--- src/rtl/cbfp_block_unloader.sv ---
// Parallel-to-serial unloader for CBFP-normalised blocks. It serialises one
// block oldest sample first, applying a saturating block left shift to each.
module cbfp_block_unloader #(
  parameter int unsigned DATA_WIDTH  = 16,
  parameter int unsigned REG_DEPTH   = 4,
  parameter int unsigned SHIFT_WIDTH = 5
) (
  input  logic                          clk,
  input  logic                          rstn,
  input  logic                          in_valid,
  output logic                          in_ready,
  input  logic signed [DATA_WIDTH-1:0]  din_i [0:REG_DEPTH-1],
  input  logic signed [DATA_WIDTH-1:0]  din_q [0:REG_DEPTH-1],
  input  logic [SHIFT_WIDTH-1:0]        in_shift,
  output logic                          out_valid,
  input  logic                          out_ready,
  output logic signed [DATA_WIDTH-1:0]  out_i,
  output logic signed [DATA_WIDTH-1:0]  out_q,
  output logic [$clog2(REG_DEPTH)-1:0]  out_idx,
  output logic                          out_last
);

  localparam int unsigned CntW  = $clog2(REG_DEPTH);
  // Wide enough that the largest shift can never lose bits before clamping.
  localparam int unsigned FullW = DATA_WIDTH + (1 << SHIFT_WIDTH) - 1;
  localparam logic [CntW-1:0] LastCnt = CntW'(REG_DEPTH - 1);

  typedef enum logic [0:0] {StIdle, StSend} state_e;

  state_e                        state_q, state_d;
  logic [CntW-1:0]               cnt_q, cnt_d;
  logic signed [DATA_WIDTH-1:0]  hold_i_q [0:REG_DEPTH-1];
  logic signed [DATA_WIDTH-1:0]  hold_q_q [0:REG_DEPTH-1];
  logic [SHIFT_WIDTH-1:0]        shift_q;
  logic                          accept;
  logic                          last_beat;
  logic [CntW-1:0]               rd_idx;

  function automatic logic signed [DATA_WIDTH-1:0] sat_shl(
    input logic signed [DATA_WIDTH-1:0] x,
    input logic [SHIFT_WIDTH-1:0]       s
  );
    logic signed [FullW-1:0] wide;
    wide = {{(FullW - DATA_WIDTH){x[DATA_WIDTH-1]}}, x} <<< s;
    // In range only if every bit above the result sign matches it.
    if (wide[FullW-1:DATA_WIDTH-1] == {(FullW - DATA_WIDTH + 1){wide[FullW-1]}}) begin
      return wide[DATA_WIDTH-1:0];
    end else if (wide[FullW-1]) begin
      return {1'b1, {(DATA_WIDTH - 1){1'b0}}};
    end else begin
      return {1'b0, {(DATA_WIDTH - 1){1'b1}}};
    end
  endfunction

  assign last_beat = (state_q == StSend) && (cnt_q == LastCnt);
  assign in_ready  = (state_q == StIdle) || (last_beat && out_ready);
  assign accept    = in_valid && in_ready;
  assign rd_idx    = LastCnt - cnt_q;

  always_comb begin
    state_d = state_q;
    cnt_d   = cnt_q;
    unique case (state_q)
      StIdle: begin
        if (accept) begin
          state_d = StSend;
          cnt_d   = '0;
        end
      end
      StSend: begin
        if (out_ready) begin
          if (last_beat) begin
            state_d = accept ? StSend : StIdle;
            cnt_d   = '0;
          end else begin
            cnt_d = cnt_q + 1'b1;
          end
        end
      end
      default: begin
        state_d = StIdle;
        cnt_d   = '0;
      end
    endcase
  end

  always_ff @(posedge clk or negedge rstn) begin
    if (!rstn) begin
      state_q <= StIdle;
      cnt_q   <= '0;
    end else begin
      state_q <= state_d;
      cnt_q   <= cnt_d;
    end
  end

  always_ff @(posedge clk or negedge rstn) begin
    if (!rstn) begin
      shift_q <= '0;
      for (int k = 0; k < int'(REG_DEPTH); k++) begin
        hold_i_q[k] <= '0;
        hold_q_q[k] <= '0;
      end
    end else if (accept) begin
      shift_q <= in_shift;
      for (int k = 0; k < int'(REG_DEPTH); k++) begin
        hold_i_q[k] <= din_i[k];
        hold_q_q[k] <= din_q[k];
      end
    end
  end

  // Outputs are gated by state so an idle or reset unloader presents zeros.
  always_comb begin
    out_valid = 1'b0;
    out_i     = '0;
    out_q     = '0;
    out_idx   = '0;
    out_last  = 1'b0;
    if (state_q == StSend) begin
      out_valid = 1'b1;
      out_i     = sat_shl(hold_i_q[rd_idx], shift_q);
      out_q     = sat_shl(hold_q_q[rd_idx], shift_q);
      out_idx   = cnt_q;
      out_last  = last_beat;
    end
  end

endmodule

--- config.mk ---
export PLATFORM = sky130hd
export DESIGN_NAME = cbfp_block_unloader
export DESIGN_NICKNAME = d
export VERILOG_FILES = /design/src/rtl/cbfp_block_unloader.sv
export SDC_FILE = /design/constraint.sdc
export NUM_CORES = 1
export LEC_CHECK = 0
export ABC_AREA = 1
export ABC_CLOCK_PERIOD_IN_PS = 5740
export BUFFER_PORTS_ARGS = -buffer_cell sky130_fd_sc_hd__buf_2
export CAP_MARGIN = 10
export CORE_ASPECT_RATIO = 0.6
export CORE_MARGIN = 4
export CORE_UTILIZATION = 50
export CTS_CLUSTER_SIZE = 40
export DETAILED_ROUTE_END_ITERATION = 10
export PLACE_DENSITY_LB_ADDON = 0.3
export SLEW_MARGIN = 10
export SYNTH_ARGS = -nofsm -noshare
export SYNTH_HDL_FRONTEND = slang
export SYNTH_SLANG_ARGS = --single-unit
--- constraint.sdc ---
create_clock -name clk -period 5.74 [get_ports clk]
set_input_delay 0.574 -clock clk [delete_from_list [all_inputs] [get_ports clk]]
set_output_delay 0.574 -clock clk [all_outputs]
set_load 0.05 [all_outputs]
==> impl_metrics.tcl <==
set metrics [dict create \
    max_cap_viol_count 0 \
    ys_warn_count 0 \
    first_iter_violations 1078 \
    cts_tree "yes" \
    cp.required_ns 5.17 \
    outcome "finished clean" \
    layout.nets 1647 \
    fin_crit_sh_pct 90.22 \
    grt_pass1_vias 9367 \
    finalMaxSlewViolations 0 \
    synth_top_area_cell "dfrtp_1" \
    synthCells 1401 \
    ys_async_sr_fraction_pct 100.0 \
    arrival_ns 4.60 \
    reg2reg_to "hold_q_q[37]" \
    seq_area_frac_synth_pct 34.09 \
    maxSlewHeadroom_pct 34.77 \
    area_growth_pct 14.60 \
    wl_per_cell_um 16.77 \
    post_cts_buffers 0 \
    tns_ns 0 \
    reg2reg_depth 7 \
    cts_buffers 17 \
    maxUsedRoutingLayer "met5" \
    hpwlAfterDp_um 21570 \
    crit_fanout 33 \
    cts.htree.levels 4 \
    synth_edf_count 0 \
    synth.top_cells.by_area "dfrtp_1 (34%), nand3_1 (17%), nand2_1 (16%)" \
    startpoint "shift_q[0]" \
    cts.sink_count 136 \
    cts-root-buf "clkbuf_16" \
    io_buffers 173 \
    yosysTopAreaCellShare_pct 34.09 \
    drive_above_1_share_pct 25.56 \
    grt_overflow 0 \
    grt_max_degree 71 \
    vias 10206 \
    holdBufCountCts 0 \
    worst-r2r-setup-slack_ns 2.31 \
    routed_via_density 5.708 \
    drt_wl_total_um 29990 \
    num_rows 39 \
    synthFlopType "dfrtp_1" \
    dr_wl_met2_um 13210 \
    place_congestion 0.9814 \
    synth_cell_types 30 \
    fp.coreArea_sq_um 19320 \
    grt_usage_pct 26.36 \
    worst_slew_pin_slew_ns 0.9773 \
    clk_latency_ns 0.42 \
    worstReg2RegStart "cnt_q[0]" \
    cts_resized 0 \
    endpoint "out_q[14]" \
    cp-start-kind "flip-flop" \
    drt_first_pass_iters 6 \
    ys_ff_latch 136 \
    diodes 0 \
    grt_pass1_wl_um 48440 \
    syn_area_sq_um 9982 \
    syn_area_per_cell_sq_um 7.125 \
    ios 174 \
    cts_buffer_depth 2 \
    wl_met3_um 2389 \
    fmax_mhz 193.1 \
    met1_length_um 14130 \
    die_w_um 190.4 \
    antenna_found_initial 2 \
    min_path_type "in -> async" \
    antenna_left 0 \
    crit_type "reg -> out" \
    grt_setup_unrepaired "no" \
    syn-num-nets 1539 \
    end_kind "output pin" \
    dieArea_sq_um 22360 \
    finalHoldViolations 0 \
    setup_viol 0 \
    die_y_um 117.4 \
    clkSlewWorstSetupHoldPaths_ns 0.06 \
    drc_errors 0 \
    clock-skew-final_ns 0.006073 \
    initial_core_util_pct 51.66 \
    finalCriticalPeriod_ns 5.179 \
]
==> stage by stage <==
step	instance area [sq um]	instances	setup slack [ns]	hold slack (ns)	utilization (%)
after detailed placement	10800	1756	1.147	0.4928	55.91
after global routing	11440	1788	0.1636	0.07169	59.20
after global placement	10800	1756	1.348	0.4865	55.91
final	11440	1788	0.5613	0.06134	59.20
after floorplan	9982	1401	2.324	0.2784	-
after CTS	11440	1788	0.6773	0.05882	59.20
==> cells by family (layout without fill, tap and decap cells) <==
family                     Yosys count  after routing  share of synthesized area, %
muxes                              128            128                         14.44
buffers and inverters              134            255                         6.468
DFF                                136            136                         34.09
AOI/OAI and AO/OA                   32             32                         1.730
adders and majority gates            1              1                        0.1253
and+or+nand+nor                    970            970                         43.14
==> layout make-up <==
cell class,count,area (sq um)
fill,1801,7884
multi-input combinational,1131,5941
sequential,136,3407
timing repair buffer,191,1003
clock buffer,18,439.2
tap,266,332.8
clock inverter,14,196.4
inverter,32,120.1
==> critical path, stage by stage, from the launching register on <==
cell	delay [ns]
dfrtp_1	0.35
buf_4	0.24
inv_1	0.75
nand3_1	0.21
nand2_1	0.11
nand2_1	0.06
nand2_1	0.11
nand2_1	0.06
nand2_1	0.12
nand2_1	0.06
nand2_1	0.14
inv_1	0.07
nand3_1	0.06
nand4_1	0.09
nor2_1	0.09
nand2_1	0.05
nor2_1	0.61
nand2_2	0.21
nand2_2	0.21
nand2_1	0.15
nor2_1	0.15
buf_2	0.28
==> registers in the layout, summed over array words and instances, names as in the netlist <==
name / count
shift_q: 5
cnt_q: 2
hold_i_q: 64
hold_q_q: 64
state_q: 1
==> worst min path at each step <==
stage	depth (start not counted)	slack [ns]	endpoint	from
finish	1	0.06	hold_i_q[3]	rstn
global route	1	0.07	hold_i_q[3]	rstn
CTS	1	0.06	hold_i_q[3]	rstn
detailed placement	1	0.49	hold_q_q[58]	hold_q_q[58]
global placement	1	0.49	hold_i_q[44]	hold_i_q[44]
floorplan	0	0.28	cnt_q[0]	rstn
==> routing by layer <==
metal,up-vias,GRT usage (%)
li1,4946,-
met1,4772,39.61
met2,450,40.10
met3,34,5.433
met4,4,4.081
met5,-,0
==> layout by cell type (no fill, tap or decap), types with 2 or more instances in the layout <==
master      synthesis  layout
nand2_1           433     432
nand3_1           335     335
buf_2              24     172
dfrtp_1           136     133
mux2_2            128     128
nor2_1            125     125
nand4_1            49      49
buf_4               2      19
inv_1              18      18
clkbuf_16           0      17
a21oi_1            15      15
inv_2              11      11
nand3_2             8       8
o21ai_1             7       7
nand2_2             6       6
o21ai_0             6       6
nand2_4             4       5
bufinv_16           0       4
clkinv_1            3       3
nor2_2              3       3
clkinvlp_4          0       3
clkinv_4            0       3
dfrtp_2             0       3
nor3_1              2       2
a41oi_1             2       2
nor4_1              2       2
clkinv_2            0       2
inv_6               0       2
==> synth_stat cells (14+ instances only) <==
master	instances
buf_2	24
nand4_1	49
nand2_1	433
inv_1	18
clkbuf_1	51
mux2_2	128
buf_6	14
dfrtp_1	136
nor2_1	125
nand3_1	335
a21oi_1	15
Power is left out: the tool's default activity adds up to more than one toggle a clock period on the data nets, which glitch-free logic cannot reach.
